### src/rtl/uart_pkg.sv
// Shared UART definitions: receiver FSM states, default rates, divider sizing helpers.
// Latency: n/a (types and constants only).
// Backpressure: n/a.
package uart_pkg;

    localparam int DEF_CLK_FREQ = 12000000;
    localparam int DEF_BAUD     = 9600;
    localparam int DEF_OS_RATE  = 16;

    typedef enum logic [2:0] {
        ST_IDLE,
        ST_START,
        ST_DATA,
`ifdef UART_RX_PARITY_EN
        ST_PARITY,
`endif
        ST_STOP
    } rx_state_t;

    // Clocks per oversampling tick, rounded to nearest.
    function automatic int os_div(input int clk_freq, input int baud, input int os_rate);
        return (clk_freq + (baud * os_rate) / 2) / (baud * os_rate);
    endfunction

    function automatic int div_width(input int div);
        return (div > 1) ? $clog2(div) : 1;
    endfunction

endpackage

### src/rtl/uart_os_tick.sv
// Free-running oversampling tick divider shared by the receive and transmit paths.
// Latency: os_tick high for one clk every DIV clks.
// Backpressure: none, runs continuously.
module uart_os_tick
    import uart_pkg::*;
#(
    parameter int DIV = 78
) (
    input  logic clk,
    input  logic nrst,
    output logic os_tick
);

    localparam int W = div_width(DIV);

    logic [W-1:0] cnt;

    assign os_tick = (cnt == W'(DIV - 1));

    always_ff @(posedge clk or posedge nrst) begin
        if (nrst) begin
            cnt <= '0;
        end else if (os_tick) begin
            cnt <= '0;
        end else begin
            cnt <= cnt + 1'b1;
        end
    end

endmodule

### src/rtl/uart_rx_os.sv
// Oversampling UART receiver (8 data bits, optional even parity via UART_RX_PARITY_EN).
// Latency: rx_valid rises one clk after the os_tick that samples the stop-bit centre.
// Backpressure: one-byte holding register; a byte completing while it is full is dropped with an overrun pulse.
module uart_rx_os
    import uart_pkg::*;
#(
    parameter int CLK_FREQ = DEF_CLK_FREQ,
    parameter int BAUD     = DEF_BAUD,
    parameter int OS_RATE  = DEF_OS_RATE
) (
    input  logic       clk,
    input  logic       nrst,
    input  logic       rx,
    output logic [7:0] rx_data,
    output logic       rx_valid,
    input  logic       rx_ready,
    output logic       frame_err,
    output logic       overrun,
    output logic       parity_err
);

    localparam int DIV   = os_div(CLK_FREQ, BAUD, OS_RATE);
    localparam int CNT_W = div_width(OS_RATE);

    logic             os_tick;
    logic [1:0]       rx_sync;
    logic             rx_s;
    rx_state_t        state, state_nxt;
    logic [CNT_W-1:0] os_cnt;
    logic [2:0]       bit_cnt;
    logic [7:0]       shift;
    logic             armed;
    logic             mid_pt, bit_end;
    logic             data_smp, stop_smp, byte_done, frame_bad, load, drop;
`ifdef UART_RX_PARITY_EN
    logic             par_smp, par_mis, par_bad;
`endif

    uart_os_tick #(.DIV(DIV)) u_tick (
        .clk     (clk),
        .nrst    (nrst),
        .os_tick (os_tick)
    );

    always_ff @(posedge clk or posedge nrst) begin
        if (nrst) begin
            rx_sync <= 2'b11;
        end else begin
            rx_sync <= {rx_sync[0], rx};
        end
    end

    assign rx_s    = rx_sync[1];
    assign mid_pt  = (os_cnt == CNT_W'(OS_RATE / 2 - 1));
    assign bit_end = (os_cnt == CNT_W'(OS_RATE - 1));

    always_ff @(posedge clk or posedge nrst) begin
        if (nrst) begin
            state <= ST_IDLE;
        end else begin
            state <= state_nxt;
        end
    end

    always_comb begin
        state_nxt = state;
        if (os_tick) begin
            case (state)
                ST_IDLE:  if (!rx_s && armed) state_nxt = ST_START;
                ST_START: if (mid_pt) state_nxt = rx_s ? ST_IDLE : ST_DATA;
`ifdef UART_RX_PARITY_EN
                ST_DATA:   if (bit_end && bit_cnt == 3'd7) state_nxt = ST_PARITY;
                ST_PARITY: if (bit_end) state_nxt = ST_STOP;
`else
                ST_DATA:  if (bit_end && bit_cnt == 3'd7) state_nxt = ST_STOP;
`endif
                ST_STOP:  if (bit_end) state_nxt = ST_IDLE;
                default:  state_nxt = ST_IDLE;
            endcase
        end
    end

    always_comb begin
        data_smp  = os_tick && (state == ST_DATA) && bit_end;
        stop_smp  = os_tick && (state == ST_STOP) && bit_end;
        frame_bad = stop_smp && !rx_s;
`ifdef UART_RX_PARITY_EN
        par_smp   = os_tick && (state == ST_PARITY) && bit_end;
        par_mis   = par_smp && (rx_s != ^shift);
        byte_done = stop_smp && rx_s && !par_bad;
`else
        byte_done = stop_smp && rx_s;
`endif
        load      = byte_done && (!rx_valid || rx_ready);
        drop      = byte_done && rx_valid && !rx_ready;
    end

    always_ff @(posedge clk or posedge nrst) begin
        if (nrst) begin
            os_cnt  <= '0;
            bit_cnt <= '0;
            shift   <= '0;
            armed   <= 1'b0;
        end else begin
            if (os_tick) begin
                if (state == ST_IDLE || state_nxt != state || bit_end) begin
                    os_cnt <= '0;
                end else begin
                    os_cnt <= os_cnt + 1'b1;
                end
            end
            if (state == ST_START) begin
                bit_cnt <= '0;
            end else if (data_smp) begin
                bit_cnt <= bit_cnt + 1'b1;
            end
            if (data_smp) begin
                shift <= {rx_s, shift[7:1]};
            end
            // A line stuck low must go high again before a new start bit counts.
            if (rx_s) begin
                armed <= 1'b1;
            end else if (frame_bad) begin
                armed <= 1'b0;
            end
        end
    end

    always_ff @(posedge clk or posedge nrst) begin
        if (nrst) begin
            rx_data   <= '0;
            rx_valid  <= 1'b0;
            frame_err <= 1'b0;
            overrun   <= 1'b0;
        end else begin
            frame_err <= frame_bad;
            overrun   <= drop;
            if (load) begin
                rx_data  <= shift;
                rx_valid <= 1'b1;
            end else if (rx_valid && rx_ready) begin
                rx_valid <= 1'b0;
            end
        end
    end

`ifdef UART_RX_PARITY_EN
    always_ff @(posedge clk or posedge nrst) begin
        if (nrst) begin
            par_bad    <= 1'b0;
            parity_err <= 1'b0;
        end else begin
            parity_err <= par_mis;
            if (state == ST_START) begin
                par_bad <= 1'b0;
            end else if (par_mis) begin
                par_bad <= 1'b1;
            end
        end
    end
`else
    assign parity_err = 1'b0;
`endif

endmodule

### config.mk
export PLATFORM = sky130hd
export DESIGN_NAME = uart_rx_os
export DESIGN_NICKNAME = d
export VERILOG_FILES = /design/src/rtl/uart_pkg.sv /design/src/rtl/uart_os_tick.sv /design/src/rtl/uart_rx_os.sv
export SDC_FILE = /design/constraint.sdc
export NUM_CORES = 1
export LEC_CHECK = 0
export CAP_MARGIN = 40
export CORE_MARGIN = 2
export CORE_UTILIZATION = 32
export DETAILED_ROUTE_END_ITERATION = 10
export MAX_ROUTING_LAYER = met4
export SLEW_MARGIN = 20
export SYNTH_ARGS = -nofsm -noshare
export SYNTH_HDL_FRONTEND = slang
export SYNTH_HIERARCHICAL = 1
export SYNTH_SLANG_ARGS = --single-unit
### constraint.sdc
create_clock -name clk -period 2.2 [get_ports clk]
set_input_delay 0.66 -clock clk [delete_from_list [all_inputs] [get_ports clk]]
set_output_delay 0.66 -clock clk [all_outputs]
set_load 0.05 [all_outputs]
== Yosys cells after proc, flatten, opt, wreduce, memory -nomap -nowiden ==
Index checks and enable logic that the tools add are counted.
Storage, ports and cells
  register bits after elaboration: 39
  input port bits: 4
  output and inout port bits: 12
Cells by class
  add/sub/neg operators: 3
  eq/ne operators: 8
  multiplexer cells: 15
  reduce and logical (&&, ||, !) cells: 22
Operators with widths (number)
  $mux 3: 7
  $logic_and 1x1->1: 12
  $pmux 3 s4: 1
  $add 7x1->7 const B: 1
  $eq 7x7->1 const B: 1
  $mux 7: 1
  $eq 3x2->1 const B: 2
  $reduce_bool 2->1: 3
  $add 4x1->4 const B: 1
  $eq 4x3->1 const B: 1
  $eq 4x4->1 const B: 1
  $mux 1: 4
  $mux 4: 1
  $add 3x1->3 const B: 1
  $eq 3x1->1 const B: 1
  $eq 3x3->1 const B: 1
  $logic_not 1->1: 3
  $logic_not 3->1: 1
  $logic_or 1x1->1: 3
  $ne 3x3->1: 1
  $mux 2: 1

== Longest topological paths before layout ==
  word-level depth: 9
  mapped depth: 9
  depth with buffers taken out: 8

== By module ==
The synthesis kept the hierarchy.
Modules (own cells, without submodules)
  uart_rx_os: instances 1, cells an instance 121, area each 1462.7 um^2
  uart_os_tick: instances 1, cells an instance 31, area each 354.1 um^2

== Least setup slack after synthesis ==
Ideal clock, no wire load.
  path type: reg2reg
  from: register u_tick.cnt[1]
  to: register shift[0]
  arrival time: 2.028 ns
  required time: 2.075 ns
  setup slack: 0.047 ns
  cell stages (with the launch flop): 8
  clock period less this slack: 2.153 ns
  cell sequence: dfrtp_1 inv_1 ha_1 nand4b_4 nor3b_4 nand2b_1 nor3_4 mux2_2
On the way
  longest elaborated chain between the ends: 3
Ends and longest elaborated chain
  start: declaration: line uart_os_tick.sv:16  | logic [W-1:0] cnt;
  start signal: assignment: line uart_os_tick.sv:26  | cnt <= cnt + 1'b1;
  $eq 7x7->1: line uart_os_tick.sv:18  | assign os_tick = (cnt == W'(DIV - 1));
  via os_tick: line uart_rx_os.sv:25  | logic os_tick;
  $logic_and 1x1->1 (2 in series): line uart_rx_os.sv:84  | data_smp = os_tick && (state == ST_DATA) && bit_end;
  end signal: assignment: line uart_rx_os.sv:118  | shift <= {rx_s, shift[7:1]};
  end: declaration: line uart_rx_os.sv:31  | logic [7:0] shift;
The timed path passes the listed nets, and every way through them passes these cells.
A chain may end at the register's enable or synchronous reset.

== Worst setup path after layout ==
  from: register rx_data[6]
  to: output port rx_data[6]
RTL lines
  start: declaration: line uart_rx_os.sv:14  | output logic [7:0] rx_data,
  start signal: assignment: line uart_rx_os.sv:139  | rx_data <= shift;
No word-level cell between the ends.

==> results.yml <==
critical_path:
  r2r_slack_ns: 0.10
  path_max_fanout: 2
  worst_setup_path_end_kind: "output port"
  cp_top_family: "buffers and inverters"
  crit_buf_inv: 1
  crit_slowest_cell: "clkdlybuf4s50_1"
  critical_path.cell_chain: "clkdlybuf4s50_1"
  cp-startpoint: "rx_data[6]$_DFFE_PP0P_"
  reg2reg_depth: 8
  crit_type: "register to output port"
  worstReg2RegStart: "u_tick/cnt[1]$_DFF_PP0_"
  required_ns: 1.54
  crit_arrival_ns: 1.45
  slowest_delay_ns: 0.80
  startpoint_type: "register"
  rr_endpoint: "shift[2]$_DFFE_PP0P_"
clocking:
  cts_tree: "yes"
  cts_sinks: 39
  h-tree-depth: 2
  cts_inserted_buffers: 5
  post_cts_resized: 0
  insertion_delay_ns: 0.30
  path_clk_slew_ns: 0.08
  ctsLongestPathBuffers: 2
  cts_root_buf: "clkbuf_8"
grt:
  grt-ovfl-total: 0
  grtUsageMet1: 0.150
  grtUsageMet2: 0.169
  grt_max_degree: 33
  grt_busiest_layer: "met2"
  antenna_found_initial: 0
  first_global_vias: 1160
  grt_first_pass_wirelength_mm: 5.40
  track_usage: 0.116
  use_met3: 0.0352
yosys:
  ys_types: 39
  synth_area_mm2: 0.00182
  syn-num-nets: 161
  async_flop_share: 1.00
  synth_top_family_by_area: "simple AND/OR/NAND/NOR gates"
  synth-edff-count: 0
  synth_compound_area_frac: 0.0758
  synthCells: 152
  synth-simple-area-share: 0.166
  synthAdderAreaFrac: 0.0344
  avgSynthCellArea_um2: 12.0
  yosys_register_bits: 39
  yosysSeqAreaShare: 0.539
  synthMuxAreaShare: 0.116
  synthXorXnorAreaFrac: 0.0289
  yosys_warnings: 6
  synth_flop_cell: "dfrtp_1"
floorplan:
  row_count: 27
  start_util: 0.330
  die_w_um: 79.3
  core_mm2: 0.00551
  io_pins: 16
  chipHeight_um: 79.3
  dieArea_mm2: 0.00630
sta:
  rsz0062_at_grt: "false"
  finalMaxSlewViolations: 0
  finalSetupViolations: 0
  hold_viol_final: 0
  period_share: 0.960
  final.setup.tns_ns: 0
  worst_pin_slew_ns: 0.507
  slew-limit-headroom: 0.661
  period_needed_ns: 2.11
  skew_ns: 0.00993
  max_freq_ghz: 0.473
layout:
  antenna_cells: 0
  final_layout_size_suffix_gt1_frac: 0.230
  final_area_mm2: 0.00220
  nets: 182
  multi_input_area_um2: 768
  layout_common_cells: "dfrtp_1 (37), mux2_2 (16), nor2_1 (15), clkdlybuf4s50_1 (14), nand2_1 (10)"
  syn_to_final_growth_pct: 20.9
  n_fill_cell: 530
  seq_area_um2: 978
  mostFrequentLayoutCell: "dfrtp_1"
detailed_routing:
  drc_errors: 0
  num_vias: 1131
  drt_iter0_markers: 23
  ant_nets: 0
  drt-total-wl_mm: 3.01
  drt-wirelength-per-cell_um: 12.3
  viasPerCell: 4.60
  drt_first_pass_iters: 4
placement:
  dp_hpwl_mm: 2.08
  io_buffers: 14
  place_area_mm2: 0.00208
  gp_congestion: 0.764
power:
  irDropWorstVdd_mv: 0.456
  pwr_density_cell_mw_per_mm2: 611
  p_leak_nw: 1.02
job:
  drv_cap: 0
min_path:
  hold_path_depth: 0
  min_to: "rx_sync[1]$_DFF_PP1_"
  hp-class: "register to register"
  worstHoldStart: "rx_sync[0]$_DFF_PP1_"
run_status:
  status: "completed"
-- worst max-delay path by stage --
stage                     slack [ns]  cells after the start                endpoint
after detailed placement         0.1                      5  rx_data[5]$_DFFE_PP0P_
final                           0.09                      1              rx_data[6]
after global routing           0.003                      8    shift[0]$_DFFE_PP0P_
after CTS                       0.07                      1              rx_data[0]
after floorplan                 0.05                      7    shift[0]$_DFFE_PP0P_
after global placement          0.10                      5  rx_data[7]$_DFFE_PP0P_
-- cell type report --
class	count	area share
inverter	6	0.0103
clock inverter	3	0.0199
tap	72	0.0410
timing repair buffer	22	0.103
clock buffer	5	0.0313
multi-input combinational	99	0.350
sequential	39	0.445
-- state kept, by name (all words and copies together) (netlist names) --
name,count
rx_sync,2
os_cnt,4
overrun,1
rx_data,8
armed,1
rx_valid,1
bit_cnt,3
shift,8
u_tick/cnt,7
frame_err,1
state,3
-- power breakdown --
| part | switching [mW] | internal [mW] | leakage (nW) | total [mW] |
|---|---|---|---|---|
| Combinational | 0.0193 | 0.00690 | 0.447 | 0.0262 |
| Sequential | 0.00225 | 0.720 | 0.518 | 0.722 |
| Clock | 0.257 | 0.338 | 0.0581 | 0.594 |
-- through the flow --
stage          setup slack, ns  utilization  total power [mW]  hold slack [ns]  std cells
2_1_floorplan           0.0469            -             0.752            0.345        152
3_3_place_gp             0.104        0.379             0.764            0.347        238
3_5_place_dp            0.0979        0.379             0.764            0.347        238
4_1_cts                 0.0659        0.399              1.37            0.358        246
5_1_grt                0.00297        0.399              1.40            0.368        246
6_report                0.0870        0.399              1.34            0.357        246
-- layer usage --
metal,share of wire,vias to the layer above
li1,-,564
met1,0.49,547
met2,0.46,16
met3,0.036,4
met4,0.013,0
met5,0,-
-- cells by family (layout without fill, tap and decap cells) --
| kind of cell | Yosys count | count (layout) |
|---|---|---|
| XOR/XNOR | 6 | 6 |
| multiplexers | 19 | 19 |
| flip-flops | 39 | 39 |
| other | 1 | 1 |
| adder cells (fa/ha/maj) | 5 | 5 |
| AND/OR/NAND/NOR | 47 | 47 |
| buffers and inverters | 14 | 36 |
| AO/OA/AOI/OAI | 21 | 21 |
-- synth_stat cells (2+ instances only) --
| cell type | instances | area share |
|---|---|---|
| dfrtp_1 | 37 | 0.51 |
| mux2_2 | 16 | 0.099 |
| nor2_1 | 15 | 0.031 |
| nand2_1 | 10 | 0.021 |
| inv_1 | 6 | 0.012 |
| ha_1 | 5 | 0.034 |
| o21ai_0 | 5 | 0.014 |
| a21oi_1 | 4 | 0.011 |
| buf_2 | 4 | 0.011 |
| nand3_1 | 4 | 0.011 |
| nand4_1 | 4 | 0.014 |
| mux2i_1 | 3 | 0.017 |
| xnor2_1 | 3 | 0.014 |
| xor2_1 | 3 | 0.014 |
| a21o_1 | 2 | 0.0083 |
| and3_1 | 2 | 0.0069 |
| dfstp_2 | 2 | 0.029 |
| nand2b_1 | 2 | 0.0069 |
| nor2b_1 | 2 | 0.0069 |
| nor3b_4 | 2 | 0.021 |
| o22ai_1 | 2 | 0.0069 |
| o31ai_1 | 2 | 0.0083 |
-- repair_timing --
| action | in CTS | in global routing |
|---|---|---|
| hold buffers | 0 | 0 |
| buffers inserted | 0 | 0 |
| endpoints found under the setup margin | 0 | 7 |
No activity file was read; power rests on OpenSTA's default activity.
